## config.mk

```make
export PLATFORM = sky130hd
export DESIGN_NAME = adder_sum_accumulator
export DESIGN_NICKNAME = d
export VERILOG_FILES = /design/src/rtl/adder_sum_accumulator.sv
export SDC_FILE = /design/constraint.sdc
export NUM_CORES = 1
export LEC_CHECK = 0
export CAP_MARGIN = 20
export CELL_PAD_IN_SITES_DETAIL_PLACEMENT = 1
export CELL_PAD_IN_SITES_GLOBAL_PLACEMENT = 2
export CORE_MARGIN = 1
export CORE_UTILIZATION = 31
export DETAILED_ROUTE_END_ITERATION = 12
export GPL_TIMING_DRIVEN = 0
export PLACE_DENSITY = 0.81
export SYNTH_ARGS = -nofsm -noshare
export SYNTH_HDL_FRONTEND = slang
export SYNTH_SLANG_ARGS = --single-unit
```

## constraint.sdc

```tcl
create_clock -name clk -period 3.5 [get_ports clk]
set_clock_uncertainty 0.1 [all_clocks]
set_input_delay 1.05 -clock clk [delete_from_list [all_inputs] [get_ports clk]]
set_output_delay 1.05 -clock clk [all_outputs]
set_load 0.005 [all_outputs]
```

## src/rtl/adder_sum_accumulator.sv

```systemverilog
// Accumulates BURST_LEN {carry,sum} beats from the adder result stream into a
// saturating running total, presented on a held valid/ready output.
module adder_sum_accumulator #(
    parameter int unsigned DATA_W    = 8,
    parameter int unsigned ACC_W     = 16,
    parameter int unsigned BURST_LEN = 4
) (
    input  logic                                 clk,
    input  logic                                 rst,
    input  logic                                 in_valid,
    output logic                                 in_ready,
    input  logic [DATA_W-1:0]                    in_sum,
    input  logic                                 in_carry,
    output logic                                 out_valid,
    input  logic                                 out_ready,
    output logic [ACC_W-1:0]                     out_total,
    output logic                                 out_ovf,
    output logic [$clog2(BURST_LEN+1)-1:0]       beat_cnt
);

    localparam int unsigned CNT_W  = $clog2(BURST_LEN + 1);
    localparam int unsigned BEAT_W = DATA_W + 1;
    localparam int unsigned SUM_W  = ACC_W + 1;

    typedef enum logic {
        ST_ACC   = 1'b0,
        ST_DRAIN = 1'b1
    } state_e;

    state_e             state_q, state_d;
    logic [ACC_W-1:0]   acc_q, acc_d;
    logic               ovf_q, ovf_d;
    logic [CNT_W-1:0]   cnt_q, cnt_d;
    logic               out_valid_q, out_valid_d;
    logic [ACC_W-1:0]   out_total_q, out_total_d;
    logic               out_ovf_q, out_ovf_d;

    logic [BEAT_W-1:0]  beat;
    logic [SUM_W-1:0]   sum_ext;
    logic [ACC_W-1:0]   acc_sat;
    logic               sat_hit;
    logic               accept;
    logic               last_beat;

    // Ready depends only on state; held low throughout reset.
    assign in_ready  = (state_q == ST_ACC) && !rst;
    assign accept    = in_valid && in_ready;
    assign last_beat = (cnt_q == CNT_W'(BURST_LEN - 1));

    // Saturating add of the zero-extended beat onto the running sum.
    always_comb begin
        beat    = {in_carry, in_sum};
        sum_ext = SUM_W'(acc_q) + SUM_W'(beat);
        sat_hit = sum_ext[ACC_W];
        acc_sat = sat_hit ? '1 : sum_ext[ACC_W-1:0];
    end

    always_comb begin
        state_d     = state_q;
        acc_d       = acc_q;
        ovf_d       = ovf_q;
        cnt_d       = cnt_q;
        out_valid_d = out_valid_q;
        out_total_d = out_total_q;
        out_ovf_d   = out_ovf_q;

        case (state_q)
            ST_ACC: begin
                if (accept) begin
                    acc_d = acc_sat;
                    ovf_d = ovf_q | sat_hit;
                    cnt_d = cnt_q + CNT_W'(1);
                    if (last_beat) begin
                        out_total_d = acc_sat;
                        out_ovf_d   = ovf_q | sat_hit;
                        out_valid_d = 1'b1;
                        state_d     = ST_DRAIN;
                    end
                end
            end
            ST_DRAIN: begin
                // Total stays frozen until taken; burst state clears on handoff.
                if (out_valid_q && out_ready) begin
                    out_valid_d = 1'b0;
                    acc_d       = '0;
                    cnt_d       = '0;
                    ovf_d       = 1'b0;
                    state_d     = ST_ACC;
                end
            end
            default: state_d = ST_ACC;
        endcase
    end

    always_ff @(posedge clk) begin
        if (rst) begin
            state_q     <= ST_ACC;
            acc_q       <= '0;
            ovf_q       <= 1'b0;
            cnt_q       <= '0;
            out_valid_q <= 1'b0;
            out_total_q <= '0;
            out_ovf_q   <= 1'b0;
        end else begin
            state_q     <= state_d;
            acc_q       <= acc_d;
            ovf_q       <= ovf_d;
            cnt_q       <= cnt_d;
            out_valid_q <= out_valid_d;
            out_total_q <= out_total_d;
            out_ovf_q   <= out_ovf_d;
        end
    end

    assign out_valid = out_valid_q;
    assign out_total = out_total_q;
    assign out_ovf   = out_ovf_q;
    assign beat_cnt  = cnt_q;

endmodule

```

* Word-level counts from Yosys, hierarchy flattened
Cells that the tools add are included.
Word-level totals: output and inout port bits 22, input port bits 13, bits in registers 39, logic and storage cells 39
Cells by class: mux-type cells 17, reduce and logical (&&, ||, !) cells 7, bitwise gates (word level) 2, $add $sub $neg 2, equality and inequality tests 4
Operators with widths (count):
- 2-to-1 mux 16 bit | 3
- case mux 16 bit (2 select lines) | 1
- adder 16 x 9 -> 17 bit | 1
- 2-to-1 mux 1 bit | 7
- 2-to-1 mux 3 bit | 2
- case mux 1 bit (2 select lines) | 3
- case mux 3 bit (2 select lines) | 1
- AND reduction 3 bit | 2
- != test 2 bit, second input constant | 2
- adder 3 x 1 -> 3 bit, second input constant | 1
- equality test 3 x 2 -> 1 bit, second input constant | 1
- logical AND 1 bit | 3
- != test 2 x 1 -> 1 bit, second input constant | 1
- AND reduction 2 bit | 1
- zero test 1 bit | 1
- NOT 1 bit | 1
- bitwise OR 1 bit | 1

* Depth between registers and ports, before layout
Gate-level depths: netlist (run 1).
word-level depth 5, depth in mapped cells 9, depth with buffers taken out 8

* Worst setup path before layout (run 1)
Ideal clock, no wire load.
path type input-to-reg, start input in_sum[0], end register acc_q[9], stages on the path 8, buffers on the path 0, arrival time 2853 ps, required time 3285 ps, setup slack 432 ps, library setup time 115 ps, cells stage by stage ha_1 > fa_1 > a21o_1 > a221o_2 > a22oi_4 > nor2_2 > o31a_1 > o21a_1
Between the ends: longest elaborated chain between the ends 4
Ends and longest elaborated chain:
- start, declared | line 12 | input logic [DATA_W-1:0] in_sum,
- adder 16 x 9 -> 17 bit | line 53 | sum_ext = SUM_W'(acc_q) + SUM_W'(beat);
- 2-to-1 mux 16 bit | line 55 | acc_sat = sat_hit ? '1 : sum_ext[ACC_W-1:0];
- 2-to-1 mux 16 bit | line 69 | if (accept) begin
- case mux 16 bit (2 select lines) | line 67 | case (state_q)
- end signal, assigned | line 98 | acc_q <= '0;
- end signal, assigned | line 106 | acc_q <= acc_d;
- end, declared | line 31 | logic [ACC_W-1:0] acc_q, acc_d;
Every way passes these cells. The select of a mux whose other input is x is not followed. A chain may end at the register's enable or synchronous reset.

* Worst setup path after layout (run 1)
start input in_sum[0], end register out_total_q[5], in the netlist out_total[5]
Between the ends: longest elaborated chain between the ends 2
Ends and longest elaborated chain:
- adder 16 x 9 -> 17 bit | line 53
- 2-to-1 mux 16 bit | line 55
- end signal, assigned | line 110 | out_total_q <= out_total_d;
- end, declared | line 35 | logic [ACC_W-1:0] out_total_q, out_total_d;
Every way passes these cells.

==> impl_table.tex, run 1 <==
\begin{tabular}{lr}
\hline
Metric & Value \\
\hline
\multicolumn{2}{l}{\textbf{Logic synthesis}} \\
Yosys Warn Count & 0 \\
Async set or reset register ratio after synthesis & 0 \\
Mapped cell area & 0.002096 sq mm \\
Gate count of the mapped netlist & 247 \\
Count of distinct cell types in the synthesized netlist & 46 \\
Most used flip-flop cell after synthesis & sky130\_fd\_sc\_hd\_\_dfxtp\_1 \\
Post-Synthesis Mean Instance Area & 8.485 sq um \\
Net count of the mapped netlist & 272 \\
Post-synth EDFFs & 0 \\
Yosys top cell by area & sky130\_fd\_sc\_hd\_\_dfxtp\_1 \\
Top cells by area in the synthesized netlist & sky130\_fd\_sc\_hd\_\_dfxtp\_1, sky130\_fd\_sc\_hd\_\_ha\_1, sky130\_fd\_sc\_hd\_\_a21oi\_1, sky130\_fd\_sc\_hd\_\_nor2\_1, sky130\_fd\_sc\_hd\_\_a211oi\_1 \\
Share of the yosys chip area belonging to registers & 0.3725 \\
Post-synthesis sequential element count & 39 \\
Area share of the leading cell type in the synthesized netlist & 0.3725 \\
\multicolumn{2}{l}{\textbf{Setup path}} \\
Maximum fanout count along the critical path & 10 \\
Category of the critical setup timing path & input pin to register \\
Depth of the worst register-to-register path & 9 \\
Required arrival time at the worst endpoint & 3560 ps \\
Data arrival time at the worst-slack endpoint & 3430 ps \\
Maximum single-stage delay on the critical path & 420 ps \\
Cell with the largest stage delay on the worst path & sky130\_fd\_sc\_hd\_\_a221o\_2 \\
Critical Path Source Type & input pin \\
Cell breakdown of the critical path & clkdlybuf4s50\_1 > ha\_1 > fa\_2 > a21o\_1 > a221o\_2 > a22oi\_4 > nor2\_2 > buf\_6 > nor3\_2 > nor3\_1 \\
Worst setup EP type & register \\
\multicolumn{2}{l}{\textbf{Global routing}} \\
Antenna violations before repair & 0 \\
Total congestion overflow after global routing & 0 \\
Global-route usage over all layers & 0.1718 \\
Number of global-route vias before repair & 1827 \\
Global-route wire length before repair & 9432 um \\
Pin count of the biggest net entering global routing & 13 \\
\multicolumn{2}{l}{\textbf{Run status}} \\
Result of the run & finished, violations left \\
Violated checks & DRC \\
\multicolumn{2}{l}{\textbf{Timing}} \\
Number of pins with negative max-slew slack in the final report & 0 \\
Final worst slack & 136.3 ps \\
Setup repair after global routing missed its margin & false \\
TNS Setup & 0 ps \\
Max Clk Rate & 297.3 MHz \\
Total setup violations reported at the end of the flow & 0 \\
Final clock period utilization by the worst path & 0.9611 \\
Number of endpoints with negative hold slack in the final report & 0 \\
Worst slew slack as a fraction of its limit & 0.6280 \\
Time the worst path needs with I/O delays and setup & 3364 ps \\
Worst Tran Pin Value & 555.4 ps \\
\multicolumn{2}{l}{\textbf{Place}} \\
Dpl ws & -369.4 ps \\
DP Wirelength & 4373 um \\
Routability-driven placement congestion ratio & 0.7855 \\
Cell area after placement & 0.002532 sq mm \\
Count of port buffers added during placement & 34 \\
\multicolumn{2}{l}{\textbf{Clocking}} \\
TritonCTS clock tree & yes \\
CTS buffer count & 5 \\
Clk slew on worst S/H paths & 80 ps \\
Number of hold-repair buffers added at the cts stage & 0 \\
Post-CTS setup-driven buffer insertion count & 0 \\
Clock tree root driver cell & sky130\_fd\_sc\_hd\_\_clkbuf\_8 \\
Total number of H-tree levels & 2 \\
Worst-skew pair later-pin latency & 300 ps \\
Maximum clock insertion buffer count & 2 \\
Clock Sinks & 39 \\
\multicolumn{2}{l}{\textbf{Min path}} \\
Depth of the worst hold-timing path & 2 \\
Worst min path class & register to register \\
\multicolumn{2}{l}{\textbf{Route}} \\
DRC Markers & 8 \\
DR iter-0 viols & 82 \\
Drt pass-1 iters & 8 \\
Routed via count divided by cell count & 5.276 \\
Number of nets with antenna violations after detailed routing & 0 \\
Routed Wire Length & 5817 um \\
Total via count in the routed design & 1931 \\
Average wire length per cell after detail routing & 15.89 um \\
\multicolumn{2}{l}{\textbf{Floorplan}} \\
Die outline height & 84.22 um \\
Number of cell rows & 29 \\
Core area & 0.006422 sq mm \\
Die width & 84.22 um \\
Total Die Area & 0.007093 sq mm \\
Initial Util & 0.3263 \\
I/O Pins & 35 \\
\multicolumn{2}{l}{\textbf{Final layout}} \\
Fraction of final layout cells sized beyond drive strength 1 & 0.1107 \\
Final cell utilization of the core & 0.4169 \\
Post-route cell area & 0.002678 sq mm \\
Number of antenna cells inserted & 0 \\
Nets & 313 \\
Area grow syn2layout & 27.76\% \\
\multicolumn{2}{l}{\textbf{Power}} \\
Maximum VDD drop & 0.1592 mV \\
Leakage dissipation & 1.023 nW \\
Pwr dens & 433.9 mW/mm\^{}2 \\
\multicolumn{2}{l}{\textbf{Flow run}} \\
Max-cap check violation count & 0 \\
\hline
\end{tabular}
## cells in the mapped netlist (all sizes together), types with 3 or more instances
cell / number
ha: 11
a211oi: 11
nand2: 22
inv: 3
o21ai: 13
clkbuf: 6
and3: 5
xnor2: 6
nor2: 28
o21a: 3
a21o: 5
nor3: 12
a31oi: 5
xor2: 6
buf: 8
dfxtp: 39
a21oi: 27
nand3: 15
## final timing paths
check             slack, ps             startpoint                         to
setup / recovery        140              in_sum[0]  out_total[5]$_SDFFE_PP0P_
hold / removal          360     ovf_q$_SDFFE_PP0P_         ovf_q$_SDFFE_PP0P_
setup reg to reg       1000  acc_q[0]$_SDFFE_PP0P_  out_total[5]$_SDFFE_PP0P_
hold reg to reg         360     ovf_q$_SDFFE_PP0P_         ovf_q$_SDFFE_PP0P_
## worst max-delay path: cells and delay by family
family / cells / cell delay [ps]
AOI/OAI and AO/OA: 3 / 820
adders and majority gates: 2 / 600
and+or+nand+nor: 3 / 370
buffers and inverters: 2 / 580
## per-stage QoR
step / instances / hold WS, ps / power (mW)
4_1_cts: 366 / 360.2 / 1.167
3_3_place_gp: 358 / 343.9 / 0.7098
5_1_grt: 366 / 392.8 / 1.218
6_report: 366 / 363.8 / 1.162
2_1_floorplan: 247 / 333.9 / 0.6320
3_5_place_dp: 358 / 347.3 / 0.7134
## state kept, by name, summed over array words and instances, names as in the netlist
register / cells
out_ovf: 1
ovf_q: 1
acc_q: 16
beat_cnt: 3
out_valid: 1
out_total: 16
state_q: 1
## area by class of cell
type                    instances  area [sq um]
inverters                       3         11.26
clock buffers                   6         72.57
plain buffers                  14         67.56
repair buffers                 34         340.3
multi-input cells             191          1249
fillers                       778          3745
clock inverters                 2         60.06
well taps                      77         96.34
flip-flops and latches         39         780.7
## power breakdown
group | leakage, nW | switching (mW) | internal (mW)
clock | 0.0654 | 0.167 | 0.285
combinational | 0.640 | 0.138 | 0.0923
sequential | 0.317 | 0.0152 | 0.464
## kinds of logic after synthesis
kind of cell / count (synthesis) / synth area share
xor gates and xnor gates: 12 / 0.05015
AOI/OAI and AO/OA: 74 / 0.2358
buffers and inverters: 17 / 0.03761
muxes: 1 / 0.004776
DFF: 39 / 0.3725
adders and majority gates: 12 / 0.07522
and+or+nand+nor: 92 / 0.2239
## routing by layer
layer,vias to the layer above,part of all wire,global-route usage
li1,972,-,-
met1,921,0.50,0.2354
met2,32,0.45,0.2668
met3,6,0.032,0.03736
met4,0,0.013,0.05956
met5,-,0,0
## cells in the final DEF, fill, tap and decap left out, types with 2 or more instances in the layout
cell type and count:
sky130_fd_sc_hd__dfxtp_1 39, sky130_fd_sc_hd__clkdlybuf4s50_1 34, sky130_fd_sc_hd__a21oi_1 25, sky130_fd_sc_hd__nor2_1 24
sky130_fd_sc_hd__nand2_1 22, sky130_fd_sc_hd__nand3_1 15, sky130_fd_sc_hd__a211oi_1 11, sky130_fd_sc_hd__ha_1 11
sky130_fd_sc_hd__clkbuf_1 7, sky130_fd_sc_hd__o21ai_0 7, sky130_fd_sc_hd__nor3_1 7, sky130_fd_sc_hd__buf_2 6
sky130_fd_sc_hd__xor2_1 6, sky130_fd_sc_hd__o21ai_1 6, sky130_fd_sc_hd__xnor2_1 6, sky130_fd_sc_hd__and3_1 5
sky130_fd_sc_hd__a21o_1 5, sky130_fd_sc_hd__a31oi_1 5, sky130_fd_sc_hd__nor3_2 5, sky130_fd_sc_hd__clkbuf_8 5
sky130_fd_sc_hd__inv_1 3, sky130_fd_sc_hd__o21a_1 3, sky130_fd_sc_hd__nor2_2 2, sky130_fd_sc_hd__a21oi_2 2
sky130_fd_sc_hd__and4_1 2, sky130_fd_sc_hd__nor2_4 2, sky130_fd_sc_hd__bufinv_16 2
## timing repair
action,4_1_cts,5_1_grt
pin swaps,0,1
gates resized for setup,1,3
cloned,0,0
endpoints found under the setup margin,2,5
No activity file was read; power rests on OpenSTA's default activity.
==> run 2, diff against run 1 <==
- SKIP_CTS_REPAIR_TIMING: unset -> 1
==> impl_table.tex, run 2 (synthesized netlist as in run 1, its figures left out) <==
\begin{tabular}{lr}
\hline
Metric & Value \\
\hline
\multicolumn{2}{l}{\textbf{Setup path}} \\
Maximum fanout count along the critical path & 10 \\
Maximum single-stage delay on the critical path & 420 ps \\
Data arrival time at the worst-slack endpoint & 3430 ps \\
Worst r2r dst & out\_total[5]\$\_SDFFE\_PP0P\_ \\
Reg-to-reg startpoint & acc\_q[0]\$\_SDFFE\_PP0P\_ \\
Reg-to-reg setup timing slack & 1000 ps \\
Critical Path Source Type & input pin \\
Cell breakdown of the critical path & clkdlybuf4s50\_1 > ha\_1 > fa\_2 > a21o\_1 > a221o\_2 > a22oi\_4 > nor2\_2 > buf\_6 > nor3\_2 > nor3\_1 \\
Depth of the worst register-to-register path & 9 \\
Kind of cell adding the most delay to the critical path & compound AO/OA/AOI/OAI gates \\
Buffers \& Inverters on Critical Path & 2 \\
Category of the critical setup timing path & input pin to register \\
Worst setup EP type & register \\
Cell with the largest stage delay on the worst path & sky130\_fd\_sc\_hd\_\_a221o\_2 \\
Required arrival time at the worst endpoint & 3560 ps \\
\multicolumn{2}{l}{\textbf{Timing}} \\
Setup repair after global routing missed its margin & false \\
Time the worst path needs with I/O delays and setup & 3363 ps \\
Worst slew slack as a fraction of its limit & 0.6281 \\
TNS Setup & 0 ps \\
Total setup violations reported at the end of the flow & 0 \\
Worst Tran Pin Value & 555.3 ps \\
Max Clk Rate & 297.4 MHz \\
Final clock period utilization by the worst path & 0.9608 \\
Number of pins with negative max-slew slack in the final report & 0 \\
Number of endpoints with negative hold slack in the final report & 0 \\
\multicolumn{2}{l}{\textbf{Clocking}} \\
Clock Sinks & 39 \\
TritonCTS clock tree & yes \\
Total number of H-tree levels & 2 \\
Worst-skew pair later-pin latency & 300 ps \\
Clock tree root driver cell & sky130\_fd\_sc\_hd\_\_clkbuf\_8 \\
Clk slew on worst S/H paths & 80 ps \\
CTS buffer count & 5 \\
Maximum clock insertion buffer count & 2 \\
\multicolumn{2}{l}{\textbf{Flow run}} \\
Max-cap check violation count & 0 \\
\multicolumn{2}{l}{\textbf{Global routing}} \\
Antenna violations before repair & 0 \\
Global-route wire length before repair & 9432 um \\
Number of global-route vias before repair & 1827 \\
Pin count of the biggest net entering global routing & 13 \\
Total congestion overflow after global routing & 0 \\
Global-route usage over all layers & 0.1718 \\
\multicolumn{2}{l}{\textbf{Route}} \\
Routed Wire Length & 5813 um \\
Drt pass-1 iters & 8 \\
DR iter-0 viols & 82 \\
Total via count in the routed design & 1931 \\
Number of nets with antenna violations after detailed routing & 0 \\
DRC Markers & 8 \\
Average wire length per cell after detail routing & 15.88 um \\
Routed via count divided by cell count & 5.276 \\
\multicolumn{2}{l}{\textbf{Final layout}} \\
Footprint of the multi-input gates & 0.001249 sq mm \\
Flip-flop and latch area & 780.7 sq um \\
Area grow syn2layout & 27.76\% \\
Number of inserted filler cells in the final layout & 780 \\
Nets & 313 \\
Final cell utilization of the core & 0.4169 \\
Most common cell after layout, fill and taps aside & sky130\_fd\_sc\_hd\_\_dfxtp\_1 \\
Number of antenna cells inserted & 0 \\
Highest-count cells in the layout ignoring fill and taps & sky130\_fd\_sc\_hd\_\_dfxtp\_1, sky130\_fd\_sc\_hd\_\_clkdlybuf4s50\_1, sky130\_fd\_sc\_hd\_\_a21oi\_1 \\
Fraction of final layout cells sized beyond drive strength 1 & 0.1107 \\
\multicolumn{2}{l}{\textbf{Floorplan}} \\
I/O Pins & 35 \\
Die outline height & 84.22 um \\
Core area & 0.006422 sq mm \\
Number of cell rows & 29 \\
Initial Util & 0.3263 \\
Total Die Area & 0.007093 sq mm \\
Die width & 84.22 um \\
\multicolumn{2}{l}{\textbf{Power}} \\
Clock share of power & 0.389 \\
Total chip power & 1.162 mW \\
Internal power summed over all cells & 0.8417 mW \\
Seq pwr share & 0.413 \\
Maximum VDD drop & 0.1592 mV \\
Pwr dens & 433.9 mW/mm\^{}2 \\
Combinational power share & 0.198 \\
Leakage dissipation & 1.023 nW \\
Switching part of the total power & 0.2755 \\
Sw power & 0.3201 mW \\
\multicolumn{2}{l}{\textbf{Run status}} \\
Violated checks & DRC \\
Result of the run & finished, violations left \\
\multicolumn{2}{l}{\textbf{Min path}} \\
Hold\_sp & ovf\_q\$\_SDFFE\_PP0P\_ \\
Worst min path class & register to register \\
Depth of the worst hold-timing path & 2 \\
Endpoint of the worst hold-timing path & ovf\_q\$\_SDFFE\_PP0P\_ \\
\multicolumn{2}{l}{\textbf{Place}} \\
Routability-driven placement congestion ratio & 0.7855 \\
DP Wirelength & 4373 um \\
Count of port buffers added during placement & 34 \\
\hline
\end{tabular}
[run 2: cell counts in the layout (fill, tap and decap cells not counted)]
Identical to the previous run, type by type.
[run 2: routing by layer]
layer / up-vias / part of all wire / wire length (um) / global-route usage
met2: 29 / 0.45 / 2642 / 0.2668
met4: 0 / 0.013 / 74 / 0.05956
met1: 924 / 0.50 / 2922 / 0.2354
met3: 6 / 0.030 / 173 / 0.03736
li1: 972 / - / - / -
met5: - / 0 / 0 / 0
[run 2: power by group through the flow]
stage | Sequential [mW] | Combinational [mW] | Clock [mW]
3_3_place_gp | 0.488 | 0.221 | 0
2_1_floorplan | 0.487 | 0.145 | 0
5_1_grt | 0.482 | 0.253 | 0.482
3_5_place_dp | 0.490 | 0.224 | 0
4_1_cts | 0.479 | 0.225 | 0.461
6_report | 0.479 | 0.230 | 0.452
[run 2: per-stage QoR]
step / worst slack, ps / cells / area (sq um) / hold slack (ps)
2_1_floorplan: 432.1 / 247 / 2096 / 333.9
3_3_place_gp: -347.7 / 358 / 2532 / 343.9
3_5_place_dp: -369.4 / 358 / 2532 / 347.3
4_1_cts: -57.63 / 366 / 2665 / 360.2
5_1_grt: 62.22 / 366 / 2678 / 392.8
6_report: 137.1 / 366 / 2678 / 363.8
[run 2: worst reg2reg max path, delay by kind of cell, from the launching register on]
kind	cells	cell delay, ps
AOI/OAI and AO/OA	3	820
adders and majority gates	2	580
and+or+nand+nor	3	380
DFF	1	320
buffers and inverters	1	170
[run 2: cell type report]
cell class	instances	share of cell area
Timing Repair Buffer	34	0.1271
Tap cell	77	0.03598
Clock inverter	2	0.02243
Sequential cell	39	0.2916
Clock buffer	6	0.02710
Buffer	14	0.02523
Inverter	3	0.004206
Multi-Input combinational cell	191	0.4664
[run 2: how the worst max path moves through the flow]
| stage | from | to | depth (start not counted) |
|---|---|---|---|
| final | in_sum[0] | out_total[5]$_SDFFE_PP0P_ | 10 |
| after global routing | in_sum[0] | out_total[5]$_SDFFE_PP0P_ | 10 |
| after CTS | in_sum[0] | out_total[8]$_SDFFE_PP0P_ | 10 |
| after detailed placement | in_sum[0] | out_total[8]$_SDFFE_PP0P_ | 10 |
| after global placement | in_sum[0] | out_total[8]$_SDFFE_PP0P_ | 10 |
| after floorplan | in_sum[0] | acc_q[9]$_SDFFE_PP0P_ | 8 |
